### config.mk
export PLATFORM = sky130hd
export DESIGN_NAME = fifo_rd_stream
export DESIGN_NICKNAME = d
export VERILOG_FILES = /design/src/rtl/fifo_pkg.sv /design/src/rtl/fifo_skid_buf.sv /design/src/rtl/fifo_rd_stream.sv
export SDC_FILE = /design/constraint.sdc
export NUM_CORES = 1
export LEC_CHECK = 0
export CAP_MARGIN = 20
export CORE_UTILIZATION = 25
export CTS_CLUSTER_DIAMETER = 120
export DETAILED_ROUTE_END_ITERATION = 12
export PLACE_DENSITY = 0.44
export SLEW_MARGIN = 0
export SYNTH_ARGS = -nofsm -noshare
export SYNTH_HDL_FRONTEND = slang
export SYNTH_SLANG_ARGS = --single-unit
### constraint.sdc
create_clock -name rd_clk -period 2.6 [get_ports rd_clk]
set_input_delay 0.52 -clock rd_clk [delete_from_list [all_inputs] [get_ports rd_clk]]
set_output_delay 0.52 -clock rd_clk [all_outputs]
set_load 0.02 [all_outputs]
### src/rtl/fifo_pkg.sv
// Shared FIFO package: default widths, a ceil-log2 helper and the buffer-index type
// used by both the read-side and write-side adapters.
package fifo_pkg;

  localparam int DWIDTH_DEF = 8;
  localparam int RD_LAT_DEF = 1;
  localparam int BDEPTH_DEF = 2;

  // ceil(log2(v)), never below 1 so it can size a vector directly
  function automatic int clog2(input int v);
    int r;
    r = 1;
    while ((1 << r) < v) r++;
    return r;
  endfunction

  typedef logic [clog2(BDEPTH_DEF)-1:0] buf_idx_t;

endpackage

### src/rtl/fifo_skid_buf.sv
// Small circular skid buffer: push at tail, pop at head, registered head data and count.
module fifo_skid_buf
  import fifo_pkg::*;
#(
  parameter int DWIDTH = DWIDTH_DEF,
  parameter int BDEPTH = BDEPTH_DEF,
  parameter int CNTW   = clog2(BDEPTH + 1)
) (
  input  logic              clk,
  input  logic              reset,
  input  logic              push,
  input  logic [DWIDTH-1:0] push_data,
  input  logic              pop,
  output logic [DWIDTH-1:0] head_data,
  output logic [CNTW-1:0]   count
);

  localparam int            IW   = clog2(BDEPTH);
  localparam logic [IW-1:0] LAST = IW'(BDEPTH - 1);

  logic [BDEPTH-1:0][DWIDTH-1:0] mem;
  logic [IW-1:0]                 wr_idx;
  logic [IW-1:0]                 rd_idx;

  function automatic logic [IW-1:0] idx_next(input logic [IW-1:0] i);
    return (i == LAST) ? '0 : i + 1'b1;
  endfunction

  // storage has no reset; head is masked to zero while the buffer is empty
  always_ff @(posedge clk) begin
    if (push) mem[wr_idx] <= push_data;
  end

  // index and occupancy bookkeeping; push+pop together leaves count unchanged
  always_ff @(posedge clk) begin
    if (reset) begin
      wr_idx <= '0;
      rd_idx <= '0;
      count  <= '0;
    end else begin
      if (push) wr_idx <= idx_next(wr_idx);
      if (pop)  rd_idx <= idx_next(rd_idx);
      case ({push, pop})
        2'b10:   count <= count + 1'b1;
        2'b01:   count <= count - 1'b1;
        default: count <= count;
      endcase
    end
  end

  assign head_data = (count != '0) ? mem[rd_idx] : '0;

  // credit logic upstream must make overflow and underflow impossible
  always_ff @(posedge clk) begin
    if (!reset) begin
      assert (!(push && count == CNTW'(BDEPTH)));
      assert (!(pop && count == '0));
    end
  end

endmodule

### src/rtl/fifo_rd_stream.sv
// Async-FIFO read side to first-word-fall-through valid/ready stream adapter.
module fifo_rd_stream
  import fifo_pkg::*;
#(
  parameter int DWIDTH = DWIDTH_DEF,
  parameter int RD_LAT = RD_LAT_DEF,
  parameter int BDEPTH = BDEPTH_DEF,
  parameter int CWIDTH = 16,
  localparam int CNTW  = clog2(BDEPTH + 1)
) (
  input  logic              rd_clk,
  input  logic              reset,
  input  logic              fifo_empty,
  input  logic [DWIDTH-1:0] fifo_q,
  output logic              fifo_read,
  output logic [DWIDTH-1:0] out_data,
  output logic              out_valid,
  input  logic              out_ready,
  output logic [CNTW-1:0]   buf_count,
  output logic [CWIDTH-1:0] words_out
);

  localparam int IFW = clog2(RD_LAT + 1);
  localparam int UW  = clog2(BDEPTH + RD_LAT + 1);

  logic [RD_LAT:1] vld_pipe;   // bit k set: a strobe issued k edges ago
  logic [IFW-1:0]  inflight;
  logic [UW-1:0]   used;
  logic            push;
  logic            pop;

  assign out_valid = (buf_count != '0);
  assign pop       = out_valid & out_ready;
  assign push      = vld_pipe[RD_LAT];

  // count of strobes whose data has not yet landed in the buffer
  always_comb begin
    inflight = '0;
    for (int i = 1; i <= RD_LAT; i++) inflight = inflight + IFW'(vld_pipe[i]);
  end

  // The slot freed by a pop on this edge is reused immediately; without that the
  // default depth could not sustain one word per clock. out_ready is therefore in
  // the combinational path to fifo_read.
  assign used      = UW'(buf_count) + UW'(inflight) - UW'(pop);
  assign fifo_read = !reset && !fifo_empty && (used < UW'(BDEPTH));

  // return tracking: strobe travels RD_LAT edges, then fifo_q is valid
  always_ff @(posedge rd_clk) begin
    if (reset) begin
      vld_pipe <= '0;
    end else begin
      vld_pipe[1] <= fifo_read;
      for (int i = 2; i <= RD_LAT; i++) vld_pipe[i] <= vld_pipe[i-1];
    end
  end

  // delivered-word counter, wraps silently
  always_ff @(posedge rd_clk) begin
    if (reset)    words_out <= '0;
    else if (pop) words_out <= words_out + 1'b1;
  end

  fifo_skid_buf #(
    .DWIDTH (DWIDTH),
    .BDEPTH (BDEPTH),
    .CNTW   (CNTW)
  ) u_buf (
    .clk       (rd_clk),
    .reset     (reset),
    .push      (push),
    .push_data (fifo_q),
    .pop       (pop),
    .head_data (out_data),
    .count     (buf_count)
  );

endmodule
==> results of run 1 <==
[flip-flops by register name, summed over array words and instances (netlist names)]
name / flops
u_buf.mem: 16
u_buf.wr_idx: 1
push: 1
u_buf.rd_idx: 1
u_buf.count: 2
words_out: 16
[power breakdown]
group          switching [mW]  internal (mW)
Clock                   0.206          0.190
Combinational           0.101         0.0992
Sequential             0.0270          0.628
Total                   0.333          0.917
[worst max-delay path: cells and delay by family]
kind / cells / cell delay (ns)
buffers and inverters: 3 / 0.91
and+or+nand+nor: 3 / 0.53
[stage by stage]
step,TNS (ns),utilization (%),setup slack (ns),cell area (sq um)
floorplan,0,-,0.701,1560
global placement,-0.0693,34.2,-0.0693,2040
detailed placement,-0.0965,34.2,-0.0965,2040
CTS,0,35.7,0.130,2130
global route,0,35.7,0.0179,2130
finish,0,35.7,0.126,2130
[routing by layer]
metal	part of all wire (%)	vias to the layer above
li1	-	583
met1	45	532
met2	48	33
met3	6.5	2
met4	0.27	0
met5	0	-
[final timing paths]
kind	start	end	slack [ns]	cells after the start
max	out_ready	fifo_read	0.13	6
min	words_out[14]$_SDFFE_PP0P_	words_out[14]$_SDFFE_PP0P_	0.50	2
max reg2reg	words_out[0]$_SDFFE_PP0P_	words_out[14]$_SDFFE_PP0P_	0.81	5
min reg2reg	words_out[14]$_SDFFE_PP0P_	words_out[14]$_SDFFE_PP0P_	0.50	2
[synth_stat cells]
library cell,n
nor3_1,6
nor2b_1,4
ha_1,1
edfxtp_1,16
clkbuf_1,3
dfxtp_1,21
xor2_1,8
mux2_2,3
nand4_2,1
or4_1,1
and4_1,1
mux2i_1,9
and3_1,1
o211a_1,1
and2_1,1
buf_2,1
nand2b_1,1
and4_2,1
o21ai_0,1
nand3_1,8
nor2_2,1
or2_1,1
inv_1,2
nor2_1,27
or3_2,1
nor4_1,1
xnor2_1,6
and3_2,1
o31ai_1,1
nand2_1,4
a21oi_1,4
o211ai_1,1
nand4_1,3
[cell families (layout without fill, tap and decap cells)]
| kind of cell | count (synthesis) | count (layout) |
|---|---|---|
| AND/OR/NAND/NOR | 64 | 64 |
| buffers and inverters | 6 | 51 |
| flip-flops | 37 | 37 |
| AO/OA/AOI/OAI | 8 | 8 |
| adder cells (fa/ha/maj) | 1 | 1 |
| multiplexers | 12 | 12 |
| XOR/XNOR | 14 | 14 |
[final cells by class]
type / instances / area [sq um] / share of cell area, %
tap: 75 / 93.8 / 4.41
timing repair buffer: 41 / 404 / 19.0
clock inverter: 3 / 22.5 / 1.06
clock buffer: 5 / 68.8 / 3.23
sequential: 37 / 901 / 42.3
inverter: 2 / 7.51 / 0.353
multi-input combinational: 99 / 631 / 29.6
==> flow_metrics.tcl, run 1 <==
set metrics [dict create \
    dp_cells 254 \
    ys_types 33 \
    dpl.hpwl_mm 2.41 \
    skew_ns 0.00993 \
    layout_common_cells "clkdlybuf4s50_1 (38), nor2_1 (27), dfxtp_1 (21)" \
    whs_ns 0.504 \
    fillers 609 \
    num_vias 1150 \
    insertion_delay_ns 0.29 \
    slowest_stage "clkdlybuf4s50_1" \
    drc 0 \
    end_kind "output port" \
    htreeDepth 2 \
    instances_no_fill 262 \
    use_met3_pct 4.49 \
    num_rows 28 \
    grt_use_total_pct 11.2 \
    n_antenna_cell 0 \
    setup_viol 0 \
    synth_top_area_share_pct 30.9 \
    ys_seq_area_share_pct 57.9 \
    grtUsageMet2_pct 18.8 \
    drv_slew 0 \
    hold_viol_final 0 \
    layout_commonest_cell "clkdlybuf4s50_1" \
    grt_max_degree 25 \
    gp_congestion 0.725 \
    maxCapViolations 0 \
    grt_pass1_wl_mm 5.46 \
    crit_arrival_ns 1.95 \
    start_util_pct 26.1 \
    overflow 0 \
    routed_via_density 4.39 \
    crit_chain "clkdlybuf4s50_1 -> inv_1 -> and4_1 -> nor3_1 -> nor3_1 -> dlygate4sd2_1" \
    first_global_vias 1178 \
    synthCells 142 \
    cpMostUsedCell "nor3_1" \
    hp-class "register to register" \
    period_share_pct 95.1 \
    area_growth_pct 36.8 \
    power_density_nw_per_um2 587 \
    cts_buffers 5 \
    busiest_layer "met2" \
    yosys_warnings 0 \
    die_w_um 80.9 \
    synth_adder_area_share_pct 0.805 \
    root_buffer "clkbuf_8" \
    status "finished, final reports clean" \
    met1_usage_pct 13.1 \
    setup.worst_path.class "primary input to output port" \
    antenna_found_initial 0 \
    io_pins 40 \
    layout-drive-gt1-share_pct 9.63 \
    synth_top_family_by_area "simple AND/OR/NAND/NOR gates" \
    postCtsSetupBuffers 0 \
    synth_seq_cells 37 \
    critPathLaunchType "primary input" \
    post_drt_wl_per_cell_um 12.8 \
    crit_path_max_incr_delay_ns 0.52 \
    synthXorXnorAreaFrac_pct 7.88 \
    core_area_sq_um 5960 \
    ant_nets 0 \
    max_clock_freq_mhz 404 \
    power.leakage_nw 0.747 \
    final_nets 199 \
    synth-simple-area-share_pct 20.7 \
    yosysTopAreaCell "edfxtp_1" \
    syn_area_sq_um 1560 \
    first_pass_iters 4 \
    synth_mux_area_share_pct 7.96 \
    rsz0062_at_grt "no" \
    required_ns 2.08 \
    cts_tree "built" \
    tightest_slew_ns 0.728 \
    syn_avg_cell_area_sq_um 11.0 \
    finalPower_mw 1.25 \
    wl_mm 3.34 \
    post_cts_resized 1 \
    critical_path.max_fanout 3 \
    drt_iter0_drc 32 \
    maxSlewHeadroom_pct 51.3 \
    clock_sinks 37 \
    io_buffers 39 \
    hold_buffers 0 \
    dieArea_sq_um 6540 \
    period_minus_slack_ns 2.47 \
    synth_compound_area_share_pct 3.22 \
    ys_top_cells_by_area "edfxtp_1 (31%), dfxtp_1 (27%), nor2_1 (6.5%), mux2i_1 (5.8%), xor2_1 (4.5%)" \
    peakVddDrop_v 0.000178 \
    die_h_um 80.9 \
    clockBufferDepth 2 \
    clkTransAtPathRegs_ns 0.07 \
    syn_nets 155 \
]
(Power assumes the default switching activity.)
==> run 2: changes to the inputs <==
--- a/config.mk
+++ b/config.mk
@@ -5,11 +5,12 @@
 export SDC_FILE = /design/constraint.sdc
 export NUM_CORES = 1
 export LEC_CHECK = 0
+export ABC_AREA = 1
 export CAP_MARGIN = 20
 export CORE_UTILIZATION = 25
 export CTS_CLUSTER_DIAMETER = 120
 export DETAILED_ROUTE_END_ITERATION = 12
-export PLACE_DENSITY = 0.44
+export PLACE_DENSITY = 0.43
 export SLEW_MARGIN = 0
 export SYNTH_ARGS = -nofsm -noshare
 export SYNTH_HDL_FRONTEND = slang
==> flow_metrics.tcl, run 2 <==
set metrics [dict create \
    status "finished, final reports clean" \
    clkTransAtPathRegs_ns 0.07 \
    grt_use_total_pct 10.8 \
    syn_area_sq_um 1650 \
    synth_top_area_share_pct 29.1 \
    finalPower_mw 1.41 \
    cp-startpoint "out_ready" \
    wl_mm 3.60 \
    io_pins 40 \
    required_ns 2.08 \
    cts_buffers 5 \
    first_pass_iters 4 \
    synth_commonest_cells "nand2_1 (51), nor2_1 (24), inv_1 (22), a21oi_1 (21), dfxtp_1 (21)" \
    synth_ff_type "dfxtp_1" \
    peakVddDrop_v 0.000244 \
    crit_path_max_incr_delay_ns 0.41 \
    syn_nets 207 \
    final_nets 255 \
    power.leakage_nw 0.905 \
    setup.worst_path.class "primary input to output port" \
    max_clock_freq_mhz 407 \
    reg2reg_slack_ns 1.15 \
    dpl.hpwl_mm 2.53 \
    yosysMostFrequentCell "nand2_1" \
    endpoint "fifo_read" \
    crit_chain "clkdlybuf4s50_1 -> inv_1 -> nand2_1 -> o211ai_1 -> and3_1 -> dlygate4sd2_1" \
    start_util_pct 26.0 \
    post_drt_wl_per_cell_um 11.3 \
    period_minus_slack_ns 2.46 \
    skew_ns 0.00191 \
    grt_pass1_wl_mm 6.04 \
    ant_nets 0 \
    hold_viol_final 0 \
    reg2reg_depth 8 \
    io_buffers 39 \
    maxCapViolations 0 \
    antenna_found_initial 0 \
    layout_common_cells "nand2_1 (51), clkdlybuf4s50_1 (38), nor2_1 (24)" \
    critical_path.max_fanout 3 \
    critPathLaunchType "primary input" \
    insertion_delay_ns 0.29 \
    ys_seq_area_share_pct 54.6 \
    power_density_nw_per_um2 617 \
    hold_buffers 0 \
    cp.depth 6 \
    timing.rr.end "words_out[11]$_SDFFE_PP0P_" \
    n_antenna_cell 0 \
    ys_top_cells_by_area "edfxtp_1 (29%), dfxtp_1 (25%), nand2_1 (12%), a21oi_1 (6.4%), nor2_1 (5.5%)" \
    period_share_pct 94.5 \
    crit_family "buffers and inverters" \
    num_vias 1373 \
    crit_arrival_ns 1.94 \
    path_buf_inv 3 \
    routed_via_density 4.29 \
    drt_iter0_drc 31 \
    area_growth_pct 38.8 \
    die_h_um 83.2 \
    ys_types 22 \
    syn_avg_cell_area_sq_um 8.50 \
    cts_tree "built" \
    yosysTopAreaCell "edfxtp_1" \
    setup_viol 0 \
    die_w_um 83.2 \
    clock_sinks 37 \
    gp_congestion 0.703 \
    overflow 0 \
    core_area_sq_um 6350 \
    drv_slew 0 \
    layout-drive-gt1-share_pct 8.23 \
    whs_ns 0.483 \
    htreeDepth 2 \
    drc 0 \
    num_rows 29 \
    async_reset_ff_share_pct 0 \
    grt_max_degree 18 \
    synth_edf_count 16 \
    maxSlewHeadroom_pct 54.3 \
    clockBufferDepth 2 \
    hp-class "register to register" \
    layout_commonest_cell "nand2_1" \
    first_global_vias 1261 \
    tightest_slew_ns 0.683 \
    end_kind "output port" \
    top_regs "u_buf.mem (16), words_out (16), u_buf.count (2)" \
    root_buffer "clkbuf_8" \
    yosys_warnings 0 \
    rsz0062_at_grt "no" \
    dieArea_sq_um 6920 \
    slowest_stage "clkdlybuf4s50_1" \
    synthCells 194 \
    rr_startpoint "u_buf.count[0]$_SDFFE_PP0P_" \
    synth_seq_cells 37 \
]
-- run 2: report_power, final --
| part | leakage [nW] | total (mW) | internal, mW | switching (mW) |
|---|---|---|---|---|
| clock network | 0.0681 | 0.592 | 0.381 | 0.211 |
| logic | 0.520 | 0.181 | 0.0788 | 0.102 |
| registers | 0.317 | 0.640 | 0.626 | 0.0141 |
| total | 0.905 | 1.41 | 1.09 | 0.326 |
-- run 2: area by class of cell --
| class | count | area (sq um) |
|---|---|---|
| fill | 661 | 4060 |
| sequential | 37 | 901 |
| multi-input combinational | 132 | 652 |
| timing repair buffer | 43 | 419 |
| tap | 77 | 96.3 |
| inverter | 23 | 86.3 |
| clock buffer | 5 | 68.8 |
| clock inverter | 3 | 65.1 |
-- run 2: stage by stage --
step / TNS (ns) / cell area [sq um] / util (%) / std cells / worst slack [ns]
after floorplan: 0 / 1650 / - / 194 / 0.764
after global placement: -0.130 / 2160 / 34.0 / 312 / -0.130
after detailed placement: -0.142 / 2160 / 34.0 / 312 / -0.142
after CTS: 0 / 2290 / 36.0 / 320 / 0.131
after global routing: 0 / 2290 / 36.0 / 320 / 0.00918
final: 0 / 2290 / 36.0 / 320 / 0.143
-- run 2: layer usage --
metal  track usage (%)  part of all wire [%]  routed length [um]
met1              13.3                    48                1740
met2              18.5                    46                1670
met3              3.18                   4.7                 168
met4              2.82                  0.75                  27
met5                 0                     0                   0
-- run 2: timing repair --
item / CTS / global route
setup buffers: 0 / 0
setup endpoints to repair: 1 / 0
hold endpoints to repair: 0 / 0
resized for setup: 1 / 0
-- run 2: logic make-up (layout without fill, tap and decap cells) --
group	count (synthesis)	after routing	share of synthesized area (%)
adder cells (fa/ha/maj)	1	1	0.759
AO/OA/AOI/OAI	31	31	9.56
buffers and inverters	25	74	5.84
AND/OR/NAND/NOR	100	100	29.2
flip-flops	37	37	54.6
-- run 2: worst reg2reg max path, delay by kind of cell (launching register included) --
family                 cells  cell delay, ns
and+or+nand+nor            7            0.70
DFF                        1            0.47
buffers and inverters      1            0.17
-- run 2: how the worst min path moves through the flow --
stage | from | endpoint | cells past startpoint
CTS | words_out[6]$_SDFFE_PP0P_ | words_out[6]$_SDFFE_PP0P_ | 2
floorplan | u_buf.wr_idx$_SDFFE_PP0P_ | u_buf.wr_idx$_SDFFE_PP0P_ | 2
global placement | words_out[6]$_SDFFE_PP0P_ | words_out[6]$_SDFFE_PP0P_ | 2
global route | u_buf.wr_idx$_SDFFE_PP0P_ | u_buf.wr_idx$_SDFFE_PP0P_ | 2
finish | words_out[6]$_SDFFE_PP0P_ | words_out[6]$_SDFFE_PP0P_ | 2
detailed placement | words_out[6]$_SDFFE_PP0P_ | words_out[6]$_SDFFE_PP0P_ | 2
